**src/rtl/sb_rx_deser.sv**
```systemverilog
// Sideband RX deserializer: LSB-first serial bits into DATA_W-bit words,
// with inter-packet idle-gap enforcement and truncated-packet detection.
module sb_rx_deser #(
  parameter int DATA_W  = 64,
  parameter int GAP_MIN = 32
) (
  input  logic              i_clk,
  input  logic              i_rst,
  input  logic              i_enable,
  input  logic              i_ser_data,
  input  logic              i_ser_valid,
  output logic [DATA_W-1:0] o_deser_data,
  output logic              o_de_ser_done,
  output logic              o_frame_error,
  output logic              o_gap_error,
  output logic              o_busy
);

  localparam int CW = $clog2(DATA_W);
  localparam int GW = (GAP_MIN > 0) ? $clog2(GAP_MIN + 1) : 1;
  localparam logic [CW-1:0] LAST = CW'(DATA_W - 1);
  localparam logic [GW-1:0] GMAX = GW'(GAP_MIN);

  typedef enum logic [1:0] {
    IDLE,
    SHIFT,
    GAP
  } state_t;

  state_t            state, state_nxt;
  logic [CW-1:0]     bit_cnt, bit_nxt;
  logic [GW-1:0]     gap_cnt, gap_nxt;
  logic [DATA_W-1:0] shift_reg, shift_nxt;
  logic [DATA_W-1:0] data_nxt;
  logic [DATA_W-1:0] shifted;
  logic              done_nxt;
  logic              ferr_nxt;
  logic              gerr_nxt;

  assign shifted = {i_ser_data, shift_reg[DATA_W-1:1]};

  always_ff @(posedge i_clk) begin
    if (i_rst) begin
      state         <= IDLE;
      bit_cnt       <= '0;
      gap_cnt       <= '0;
      shift_reg     <= '0;
      o_deser_data  <= '0;
      o_de_ser_done <= 1'b0;
      o_frame_error <= 1'b0;
      o_gap_error   <= 1'b0;
      o_busy        <= 1'b0;
    end else begin
      state         <= state_nxt;
      bit_cnt       <= bit_nxt;
      gap_cnt       <= gap_nxt;
      shift_reg     <= shift_nxt;
      o_deser_data  <= data_nxt;
      o_de_ser_done <= done_nxt;
      o_frame_error <= ferr_nxt;
      o_gap_error   <= gerr_nxt;
      o_busy        <= (state_nxt == SHIFT);
    end
  end

  always_comb begin
    state_nxt = state;
    bit_nxt   = bit_cnt;
    gap_nxt   = gap_cnt;
    shift_nxt = shift_reg;
    data_nxt  = o_deser_data;
    done_nxt  = 1'b0;
    ferr_nxt  = 1'b0;
    gerr_nxt  = 1'b0;
    if (!i_enable) begin
      state_nxt = IDLE;
      bit_nxt   = '0;
      gap_nxt   = '0;
      shift_nxt = '0;
    end else begin
      unique case (state)
        IDLE: begin
          if (i_ser_valid) begin
            shift_nxt = shifted;
            bit_nxt   = CW'(1);
            state_nxt = SHIFT;
          end
        end
        SHIFT: begin
          if (!i_ser_valid) begin
            ferr_nxt  = 1'b1;
            bit_nxt   = '0;
            shift_nxt = '0;
            state_nxt = IDLE;
          end else if (bit_cnt == LAST) begin
            data_nxt  = shifted;
            done_nxt  = 1'b1;
            bit_nxt   = '0;
            gap_nxt   = '0;
            shift_nxt = '0;
            state_nxt = (GAP_MIN == 0) ? IDLE : GAP;
          end else begin
            shift_nxt = shifted;
            bit_nxt   = bit_cnt + CW'(1);
          end
        end
        GAP: begin
          if (i_ser_valid) begin
            // Early start is flagged but the bit is kept as bit 0.
            gerr_nxt  = (gap_cnt < GMAX);
            shift_nxt = shifted;
            bit_nxt   = CW'(1);
            gap_nxt   = '0;
            state_nxt = SHIFT;
          end else begin
            gap_nxt = gap_cnt + GW'(1);
            if (gap_nxt == GMAX) begin
              state_nxt = IDLE;
            end
          end
        end
        default: begin
          state_nxt = IDLE;
          bit_nxt   = '0;
          gap_nxt   = '0;
          shift_nxt = '0;
        end
      endcase
    end
  end

endmodule

```
**config.mk**
```make
export PLATFORM = sky130hd
export DESIGN_NAME = sb_rx_deser
export DESIGN_NICKNAME = d
export VERILOG_FILES = /design/src/rtl/sb_rx_deser.sv
export SDC_FILE = /design/constraint.sdc
export NUM_CORES = 1
export LEC_CHECK = 0
export CAP_MARGIN = 20
export CORE_ASPECT_RATIO = 0.75
export CORE_MARGIN = 1.5
export CORE_UTILIZATION = 53
export CTS_CLUSTER_DIAMETER = 30
export DETAILED_ROUTE_END_ITERATION = 10
export PLACE_DENSITY = 0.88
export SKIP_LAST_GASP = 1
export SLEW_MARGIN = 10
export SYNTH_ARGS = -nofsm -noshare
export SYNTH_HDL_FRONTEND = slang
export SYNTH_SLANG_ARGS = --single-unit
```
**constraint.sdc**
```tcl
create_clock -name i_clk -period 2.3 [get_ports i_clk]
set_input_delay 0.23 -clock i_clk [delete_from_list [all_inputs] [get_ports i_clk]]
set_output_delay 0.23 -clock i_clk [all_outputs]
set_load 0.1 [all_outputs]
```
==> flow_metrics.tcl <==
set metrics [dict create \
    drive_gt1_share_pct 17.3 \
    setup_viol 0 \
    syn-num-nets 672 \
    layout.nets 717 \
    port_buffers 72 \
    cp.required_ns 2.62 \
    syn-mean-instance-area_um2 9.42 \
    drt_first_iter_violations 448 \
    post-route-period-util_pct 86.8 \
    final_cell_mix "145 x dfxtp_1, 130 x nand2b_1, 77 x buf_4" \
    dp.final_hpwl_mm 8.18 \
    gp_congestion 0.837 \
    endpoint_kind "flip-flop" \
    track_usage_pct 22.0 \
    crit_arrival_ns 2.32 \
    max_cap_viol_count 0 \
    globalRouteOverflowTotal 0 \
    num_antenna_cells 0 \
    startpoint "bit_cnt[0]" \
    worst_pin_slew_ns 1.09 \
    cts_buffer_depth 2 \
    die_h_um 97.2 \
    ys_types 43 \
    power_density_nw_per_um2 753 \
    peakVddDrop_mv 0.586 \
    clock_sinks 145 \
    avgRoutedWirePerCell_um 15.2 \
    ant_nets 0 \
    slew_violations 0 \
    async_reset_ff_share_pct 0 \
    start_util_pct 54.1 \
    numCtsBuffers 17 \
    routed_wl_mm 13.5 \
    root_buffer "clkbuf_16" \
    hold_path.class "input pin to flip-flop" \
    p_leak_nw 2.51 \
    yosys.area.top_type_share_pct 46.3 \
    rsz0062_at_grt "false" \
    synth-edff-count 0 \
    dieArea_um2 12500 \
    row_count 34 \
    ys_top_cells_by_area "dfxtp_1 46%, nand2b_1 13%, mux2i_1 10%, a32oi_1 8.8%, o21ai_0 4.6%" \
    cts.repair.resized 0 \
    pin_count 73 \
    clk_pin_slew_worst_paths_ns 0.06 \
    vias 5051 \
    coreArea_um2 11600 \
    final_common_cell "dfxtp_1" \
    ys_ff_latch 145 \
    max_slew_margin_pct 27.1 \
    largest_register_ffs 64 \
    whs_ns 0.311 \
    clock.fmax_mhz 501 \
    finClkSkew_ns 0.0115 \
    ys_seq_area_share_pct 46.3 \
    tritoncts "built" \
    postCtsSetupRepairBufs 0 \
    synthFlopType "dfxtp_1" \
    timing.rr.start "bit_cnt[0]" \
    die_x_um 129 \
    avgViaCountPerCell 5.71 \
    crit_fanout 23 \
    worstSetupPathType "flip-flop to flip-flop" \
    synthCells 665 \
    drc_errors 0 \
    dr.pass1.iters 5 \
    n_fill_cell 913 \
    area_growth_pct 20.7 \
    cts_hold_buf 0 \
    yosysTopAreaCell "dfxtp_1" \
    syn_area_um2 6260 \
    grt_max_degree 87 \
    tns_ns 0 \
    grt_pass1_vias 4696 \
    min-delay-start "i_rst" \
    grt_pass1_wl_mm 22.4 \
    yosys_warnings 0 \
    cts_htree_levels 4 \
    status "complete, no violations" \
    insertion_delay_ns 0.42 \
    finalHoldViolCount 0 \
    worst_setup_path_start_kind "flip-flop" \
    period_minus_slack_ns 2.00 \
    antenna_found_initial 0 \
]
-- logic make-up after synthesis --
kind of cell,after synthesis,synth area share [%]
buffers and inverters,62,4.65
AOI/OAI and AO/OA,159,17.5
adders and majority gates,2,0.399
and+or+nand+nor,232,20.8
DFF,145,46.3
muxes,65,10.4
-- per-layer routing --
layer | vias to the layer above | GRT usage (%) | wire, µm | share of wire [%]
met3 | 24 | 5.45 | 616 | 4.6
met5 | - | 0 | 0 | 0
li1 | 2486 | - | - | -
met4 | 0 | 7.35 | 219 | 1.6
met2 | 146 | 35.9 | 6440 | 48
met1 | 2395 | 28.5 | 6210 | 46
-- stage by stage --
stage	utilization (%)	worst slack (ns)	power [W]	cell area, µm²	std cells
final	65.3	0.304	0.00570	7560	885
after global routing	65.3	0.207	0.00586	7560	885
after CTS	65.3	0.338	0.00573	7560	885
after detailed placement	59.7	0.233	0.00273	6910	853
after global placement	59.7	0.348	0.00273	6910	853
after floorplan	-	0.649	0.00270	6260	665
-- synthesized netlist by cell type, drive strengths merged (2+ instances only) --
| master | n |
|---|---|
| dfxtp | 145 |
| nand2b | 130 |
| nand2 | 73 |
| o21ai | 69 |
| mux2i | 65 |
| a32oi | 63 |
| clkbuf | 43 |
| buf | 17 |
| a21oi | 7 |
| nand3 | 7 |
| a311oi | 4 |
| o211ai | 4 |
| a31oi | 3 |
| a41oi | 3 |
| or3b | 3 |
| a211oi | 2 |
| and3b | 2 |
| and4 | 2 |
| ha | 2 |
| inv | 2 |
| nand4 | 2 |
| nor2 | 2 |
| nor4 | 2 |
| or3 | 2 |
-- critical path, cell delays in order, from the launching register on --
cell and delay [ns]:
dfxtp_1 0.40, ha_1 0.28, and4_1 0.28, and4_4 0.41, buf_12 0.24, mux2i_1 0.28
-- power breakdown --
group	total (W)	internal, W	switching, W
sequential	0.00252	0.00252	0.00000598
combinational	0.000159	0.0000597	0.0000988
clock	0.00301	0.00198	0.00104
total	0.00570	0.00456	0.00114
-- layout make-up --
class	count	area (µm²)	area share, %
timing repair buffer	86	713	9.44
multi-input combinational	458	3090	40.8
inverter	2	7.51	0.0993
clock inverter	10	181	2.40
tap	162	203	2.68
sequential	145	2900	38.4
clock buffer	22	464	6.14
-- worst paths after layout --
check                      to  slack (ns)  cells after the start
max           o_deser_data[5]        0.30                      5
min                gap_cnt[0]        0.31                      4
max reg2reg   o_deser_data[5]        0.30                      5
min reg2reg  o_deser_data[60]        0.47                      2
No activity file was read; power rests on OpenSTA's default activity.
